===== src/rtl/nibble_serial_addsub_pkg.sv =====
// Shared constants for the nibble-serial add/subtract unit.
// FSM state encoding and the nibble width.
package nibble_serial_addsub_pkg;

  localparam int NIBBLE = 4;

  localparam logic [1:0] S_IDLE = 2'd0;
  localparam logic [1:0] S_RUN  = 2'd1;
  localparam logic [1:0] S_DONE = 2'd2;

endpackage


===== src/rtl/nibble_serial_addsub_cla.sv =====
// 4-bit carry-lookahead unit: p, g, cin -> carry[3:0], cout.
// carry[i] is the carry into bit i (carry[0] = cin).
module nibble_serial_addsub_cla (
  input  logic [3:0] p,
  input  logic [3:0] g,
  input  logic       cin,
  output logic [3:0] carry,
  output logic       cout
);

  always_comb begin
    carry[0] = cin;
    carry[1] = g[0]
             | (p[0] & cin);
    carry[2] = g[1]
             | (p[1] & g[0])
             | (p[1] & p[0] & cin);
    carry[3] = g[2]
             | (p[2] & g[1])
             | (p[2] & p[1] & g[0])
             | (p[2] & p[1] & p[0] & cin);
    cout     = g[3]
             | (p[3] & g[2])
             | (p[3] & p[2] & g[1])
             | (p[3] & p[2] & p[1] & g[0])
             | (p[3] & p[2] & p[1] & p[0] & cin);
  end

endmodule


===== src/rtl/nibble_serial_addsub.sv =====
// Iterative WIDTH-bit add/sub, one nibble per clock, LSB first.
// Ports: clk, rst_n, start, sub, a, b -> busy, done, result, cout, overflow, zero.
module nibble_serial_addsub
  import nibble_serial_addsub_pkg::*;
#(
  parameter int WIDTH = 16
) (
  input  logic             clk,
  input  logic             rst_n,
  input  logic             start,
  input  logic             sub,
  input  logic [WIDTH-1:0] a,
  input  logic [WIDTH-1:0] b,
  output logic             busy,
  output logic             done,
  output logic [WIDTH-1:0] result,
  output logic             cout,
  output logic             overflow,
  output logic             zero
);

  localparam int N  = WIDTH / NIBBLE;
  localparam int IW = (N > 1) ? $clog2(N) : 1;

  logic [1:0]       state;
  logic [WIDTH-1:0] a_r;
  logic [WIDTH-1:0] b_r;
  logic             carry_r;
  logic [IW-1:0]    idx;

  logic [IW+1:0]    sh;
  logic [WIDTH-1:0] a_sh;
  logic [WIDTH-1:0] b_sh;
  logic [3:0]       p;
  logic [3:0]       g;
  logic [3:0]       carry;
  logic             c_out;
  logic [3:0]       sum;
  logic [WIDTH-1:0] next_result;
  logic             last;

  // Bit offset of the current nibble is idx * 4.
  always_comb begin
    sh          = {idx, 2'b00};
    a_sh        = a_r >> sh;
    b_sh        = b_r >> sh;
    p           = a_sh[3:0] ^ b_sh[3:0];
    g           = a_sh[3:0] & b_sh[3:0];
    sum         = p ^ carry;
    next_result = (result & ~(WIDTH'(4'hF) << sh))
                | (WIDTH'(sum) << sh);
    last        = (idx == IW'(N - 1));
  end

  nibble_serial_addsub_cla lookahead_adder (
    .p     (p),
    .g     (g),
    .cin   (carry_r),
    .carry (carry),
    .cout  (c_out)
  );

  assign busy = (state == S_RUN);
  assign done = (state == S_DONE);

  always_ff @(posedge clk or negedge rst_n) begin
    if (!rst_n) begin
      state    <= S_IDLE;
      a_r      <= '0;
      b_r      <= '0;
      carry_r  <= 1'b0;
      idx      <= '0;
      result   <= '0;
      cout     <= 1'b0;
      overflow <= 1'b0;
      zero     <= 1'b1;
    end else begin
      case (state)
        S_IDLE: begin
          if (start) begin
            // Subtract as a + ~b + 1: the +1 enters as carry-in.
            a_r     <= a;
            b_r     <= sub ? ~b : b;
            carry_r <= sub;
            idx     <= '0;
            state   <= S_RUN;
          end
        end
        S_RUN: begin
          result  <= next_result;
          carry_r <= c_out;
          idx     <= idx + 1'b1;
          if (last) begin
            cout     <= c_out;
            overflow <= carry[3] ^ c_out;
            zero     <= (next_result == '0);
            state    <= S_DONE;
          end
        end
        S_DONE: begin
          state <= S_IDLE;
        end
        default: begin
          state <= S_IDLE;
        end
      endcase
    end
  end

endmodule


===== config.mk =====
export PLATFORM = sky130hd
export DESIGN_NAME = nibble_serial_addsub
export DESIGN_NICKNAME = d
export VERILOG_FILES = /design/src/rtl/nibble_serial_addsub_pkg.sv /design/src/rtl/nibble_serial_addsub_cla.sv /design/src/rtl/nibble_serial_addsub.sv
export SDC_FILE = /design/constraint.sdc
export NUM_CORES = 1
export LEC_CHECK = 0
export ABC_AREA = 1
export BUFFER_PORTS_ARGS = -buffer_cell sky130_fd_sc_hd__buf_2
export CELL_PAD_IN_SITES_DETAIL_PLACEMENT = 1
export CELL_PAD_IN_SITES_GLOBAL_PLACEMENT = 1
export CORE_MARGIN = 3
export CORE_UTILIZATION = 40
export CTS_CLUSTER_DIAMETER = 30
export DETAILED_ROUTE_END_ITERATION = 7
export PLACE_DENSITY_LB_ADDON = 0.1
export REMOVE_ABC_BUFFERS = 1
export SYNTH_ARGS = -nofsm -noshare
export SYNTH_HDL_FRONTEND = slang
export SYNTH_SLANG_ARGS = --single-unit

===== constraint.sdc =====
create_clock -name clk -period 7.1 [get_ports clk]
set_clock_uncertainty 0.2 [all_clocks]
set_input_delay 0 -clock clk [delete_from_list [all_inputs] [get_ports clk]]
set_output_delay 0 -clock clk [all_outputs]
set_load 0.03 [all_outputs]

==> impl_metrics.tcl, run 1 <==
set metrics [dict create \
    status "finished, final reports clean" \
    clock_sinks 56 \
    dp_hpwl_um 5360 \
    ys_warn_count 0 \
    drt-wirelength-per-cell_um 14.6 \
    antenna_found_initial 0 \
    clk_path_buf_depth 2 \
    fin_crit_ns 3.53 \
    track_usage 0.205 \
    cts_setup_buffers 0 \
    fin_area_mm2 0.00370 \
    hold-path-cell-count 3 \
    mostFrequentLayoutCells "nand2_1 (103), buf_2 (56), dfrtp_1 (55)" \
    slew_violations 0 \
    worstHoldPathType "in -> reg" \
    rrSetupSlack_ns 3.57 \
    p_comb_frac 0.593 \
    first_global_vias 2935 \
    mostFrequentLayoutCell "nand2_1" \
    timing.final.crit_share 0.497 \
    relSlewSlack 0.472 \
    die_x_um 92.1 \
    grt_pass1_wl_um 14100 \
    syn-cell-area_mm2 0.00297 \
    initial_core_util 0.425 \
    net-switching-power_w 0.000974 \
    grt_max_degree 57 \
    syn_avg_cell_area_um2 8.12 \
    area_growth_pct 24.8 \
    drv_cap 0 \
    max_freq_ghz 0.284 \
    io_pins 57 \
    hold_viol_final 0 \
    synthTopCellsByArea "dfrtp_1 (46%), nand2_1 (13%), o21ai_0 (7.6%), nor2_1 (5.2%), xnor2_1 (4.7%)" \
    drtPass1Iterations 4 \
    ys_seq_elements 56 \
    clock_latency_ns 0.31 \
    startpoint_type "register" \
    drive_gt1_frac 0.171 \
    cts_buffers 5 \
    ir_drop_v 0.000157 \
    power.internal_w 0.000905 \
    layout.nets 491 \
    min_to "carry_r" \
    synth_cell_types 27 \
    port-buffer-count 56 \
    core-area_mm2 0.00698 \
    n_antenna_cell 0 \
    synth_top_area_share 0.464 \
    cp.required_ns 7.16 \
    async_flop_share 1.00 \
    vias_per_cell 5.08 \
    ys.flop_type "dfrtp_1" \
    clkTransAtPathRegs_ns 0.10 \
    worstPathMaxFanout 27 \
    p_leak_nw 1.81 \
    synth_top_cell_by_area "dfrtp_1" \
    worstSetupStartpoint "idx[0]" \
    cellPowerDensity_mw_per_mm2 508 \
    synth_edf_count 0 \
    p_sw_frac 0.518 \
    drt-initial-drc-count 88 \
    drtAntennaViolNets 0 \
    gp_congestion 0.809 \
    cts-htree-levels 2 \
    die_h_um 92.1 \
    clockRootBuffer "clkbuf_8" \
    fin_setup_tns_ns 0 \
    grt.overflow.total 0 \
    grt_setup_unrepaired "false" \
    worst_pin_slew_ns 0.792 \
    cp-end-kind "register" \
    cts_tree "yes" \
    vias 2748 \
    p_seq_frac 0.317 \
    cp.arrival_ns 3.59 \
    min_from "sub" \
    finalSetupViolCount 0 \
    drc 0 \
    ff2ff_path_depth 13 \
    wl_um 7920 \
    crit_type "reg -> reg" \
    rows 30 \
    die-area_mm2 0.00848 \
    total_power_w 0.00188 \
    r2r-start "idx[0]" \
    seq_area_frac_synth 0.473 \
    rr_endpoint "zero" \
    p_clk_frac 0.090 \
    syn_inst 365 \
    ctsResizeCount 0 \
    place_area_mm2 0.00328 \
]
sequential cells by signal, indices dropped and copies added, names as in the netlist:
name      cells
a_r          16
b_r          16
carry_r       1
cout          1
idx           2
overflow      1
result       16
state         2
zero          1
critical path, stage by stage, from the launching register on:
cell,delay [ns]
dfrtp_1,0.86
inv_1,0.60
o21ai_0,0.31
o22ai_1,0.11
ha_1,0.41
a21oi_1,0.19
nand3_1,0.16
nand3_2,0.12
nor2_1,0.06
nor2_1,0.13
nand2_1,0.10
nor2_1,0.10
nand3_1,0.07
nand2_1,0.06
layer usage:
metal  global-route usage  up-vias  share of wire
met1                0.266     1337           0.45
met2                0.350       51           0.50
met4               0.0557        0          0.016
met3               0.0369       12          0.035
met5                    0        -              0
li1                     -     1348              -
synthesized netlist by cell type (4+ instances only):
master / n
nor2_1: 41
o22ai_1: 9
nand3_1: 9
a21oi_1: 4
nand2_1: 103
ha_1: 9
o21ai_0: 45
dfrtp_1: 55
nand4_1: 13
xnor2_1: 16
inv_1: 19
a31oi_1: 6
buf_2: 9
clkbuf_1: 5
stage by stage:
stage / utilization / cells / worst slack, ns / hold WS [ns]
after floorplan: - / 347 / 4.22 / -0.496
after global placement: 0.470 / 500 / 3.75 / -0.0112
after detailed placement: 0.470 / 500 / 3.58 / -0.00660
after CTS: 0.530 / 541 / 3.56 / 0.00547
after global routing: 0.530 / 541 / 3.15 / 0.0546
final: 0.530 / 541 / 3.57 / 0.0172
final cells by class:
cell class,count,area (um2)
clock buffer,6,72.6
clock inverter,1,5.00
tap,96,120
multi-input combinational,269,1390
sequential,56,1400
timing repair buffer,91,628
inverter,22,82.6
fill,866,3280
cell families after synthesis:
kind of cell,count (synthesis),synth area share
AO/OA/AOI/OAI,69,0.125
XOR/XNOR,16,0.0473
adder cells (fa/ha/maj),10,0.0447
buffers and inverters,40,0.0586
flip-flops,56,0.473
AND/OR/NAND/NOR,174,0.251
power by group through the flow:
| stage | clock network [W] | registers (W) | logic [W] |
|---|---|---|---|
| after global routing | 0.000190 | 0.000619 | 0.00128 |
| after detailed placement | 0 | 0.000603 | 0.00110 |
| after floorplan | 0 | 0.000657 | 0.000721 |
| after global placement | 0 | 0.000598 | 0.00107 |
| final | 0.000170 | 0.000595 | 0.00111 |
| after CTS | 0.000177 | 0.000598 | 0.00112 |
what timing repair did:
action / 4_1_cts / 5_1_grt
hold buffers: 34 / 0
endpoints found under the setup margin: 0 / 0
endpoints found under the hold margin: 90 / 0
worst max-delay path by stage:
stage | endpoint | slack [ns] | cells past startpoint
CTS | zero | 3.56 | 13
detailed placement | zero | 3.58 | 13
finish | zero | 3.57 | 13
global placement | zero | 3.75 | 13
global route | zero | 3.15 | 13
floorplan | zero | 4.22 | 13
Note: power is estimated with default switching activity, not from simulation.
==> run 2: changes to the inputs <==
- CORE_UTILIZATION: 40 -> 37
- clock period: 7.1 -> 3.1 ns (I/O delays scaled with it)
==> run 2 against run 1 <==
Net effect: worst setup slack got worse by 3.4 ns; first-iteration DRC count down 32%; routed wire length increased by 2.0%; fmax up 21%; total power up 150%; largest cell class is now multi-input combinational cells; highest routed layer unchanged.
==> impl_metrics.tcl, run 2 (synthesis gave the netlist of run 1 again) <==
set metrics [dict create \
    port-buffer-count 56 \
    initial_core_util 0.382 \
    vias_per_cell 4.90 \
    mostFrequentLayoutCells "nand2_1 (103), buf_2 (56), dfrtp_1 (54)" \
    layout.nets 504 \
    grt_pass1_wl_um 13300 \
    clkTransAtPathRegs_ns 0.10 \
    status "finished, final reports clean" \
    track_usage 0.186 \
    wl_um 8070 \
    grt_util_met2 0.330 \
    clock_latency_ns 0.31 \
    mostFrequentLayoutCell "nand2_1" \
    drive_gt1_frac 0.209 \
    n_antenna_cell 0 \
    cts_buffers 5 \
    cp_num_buf_inv 3 \
    drt-initial-drc-count 60 \
    gr-usage-met1 0.231 \
    cellPowerDensity_mw_per_mm2 1200 \
    io_pins 57 \
    total_power_w 0.00465 \
    drv_cap 0 \
    antenna_found_initial 0 \
    fin_crit_ns 2.92 \
    cts-htree-levels 2 \
    crit_chain "clkinvlp_4 -> buf_4 -> o21ai_0 -> o22ai_2 -> ha_1 -> nand3_2 -> nand3_1 -> a21oi_2 -> o211ai_1 -> dlygate4sd3_1" \
    grtUsageMet3 0.0284 \
    cp-end-kind "register" \
    cp_slowest_cell "dlygate4sd3_1" \
    worstHoldPathType "in -> async" \
    core-area_mm2 0.00777 \
    die-area_mm2 0.00913 \
    ir_drop_v 0.000407 \
    grt-busiest-layer "met2" \
    first_global_vias 2808 \
    timing.final.crit_share 0.942 \
    crit_type "reg -> reg" \
    max_freq_ghz 0.342 \
    startpoint_type "register" \
    whs_ns 0.0470 \
    grt.overflow.total 0 \
    p_leak_nw 1.90 \
    crit_path_max_incr_delay_ns 0.58 \
    clock_sinks 56 \
    clockRootBuffer "clkbuf_8" \
    worst_pin_slew_ns 0.729 \
    cp.arrival_ns 2.93 \
    area_growth_pct 30.8 \
    die_h_um 95.5 \
    rows 32 \
    path_delay_family "buffers and inverters" \
    drc 0 \
    worstPathMaxFanout 9 \
    gp_congestion 0.870 \
    cp.required_ns 3.10 \
    vias 2751 \
    die_x_um 95.5 \
    cts_tree "yes" \
    dp_hpwl_um 5610 \
    hold_viol_final 0 \
    drtAntennaViolNets 0 \
    finalSetupViolCount 0 \
    relSlewSlack 0.513 \
    drtPass1Iterations 4 \
    drt-wirelength-per-cell_um 14.4 \
    reg_top3 "a_r x16, b_r x16, result x16" \
    clk_path_buf_depth 2 \
    grt_max_degree 50 \
    slew_violations 0 \
]
-- run 2: per-layer routing --
| layer | part of all wire | vias to the layer above |
|---|---|---|
| li1 | - | 1382 |
| met1 | 0.44 | 1315 |
| met2 | 0.52 | 40 |
| met3 | 0.025 | 14 |
| met4 | 0.020 | 0 |
| met5 | 0 | - |
-- run 2: worst reg2reg max path, cell delays in order (launching register included) --
cell and delay (ns):
dfrtp_1 0.40, clkinvlp_4 0.19, buf_4 0.19, o21ai_0 0.19
o22ai_2 0.13, ha_1 0.34, nand3_2 0.10, nand3_1 0.13
a21oi_2 0.24, o211ai_1 0.11, dlygate4sd3_1 0.58
-- run 2: layout make-up --
class,instances,area [um2]
clock buffer,7,96.3
inverter,22,86.3
sequential,56,1400
timing repair buffer,104,728
tap,102,128
clock inverter,1,30.0
multi-input combinational,269,1410
fill,955,3890
-- run 2: worst paths after layout --
path,cells past startpoint,end,slack (ns),from
max,10,carry_r,0.18,idx[0]
min,2,result[9],0.05,rst_n
max reg2reg,10,carry_r,0.18,idx[0]
min reg2reg,2,a_r[11],0.27,a_r[11]
max in group asynchronous,3,cout,1.99,rst_n
min in group clk,3,b_r[11],0.06,sub
-- run 2: metrics by stage --
step / util / instance area [um2] / setup slack, ns / instances / TNS (ns)
finish: 0.500 / 3880 / 0.179 / 561 / 0
detailed placement: 0.430 / 3340 / 0.375 / 513 / 0
floorplan: - / 2870 / 0.216 / 347 / 0
global route: 0.500 / 3880 / -0.0335 / 561 / -0.0335
CTS: 0.492 / 3820 / 0.0296 / 556 / 0
global placement: 0.430 / 3340 / 0.470 / 513 / 0
-- run 2: repair_timing --
item | CTS | global route
endpoints found under the hold margin | 62 | 0
hold buffers | 35 | 0
resized for setup | 0 | 6
buffers inserted | 0 | 5
endpoints found under the setup margin | 0 | 1
-- run 2: power breakdown --
part | leakage, nW | switching (W) | internal, W | total [W]
registers | 0.688 | 0.000228 | 0.00108 | 0.00131
clock network | 0.0645 | 0.000245 | 0.000285 | 0.000530
logic | 1.14 | 0.00182 | 0.000991 | 0.00281
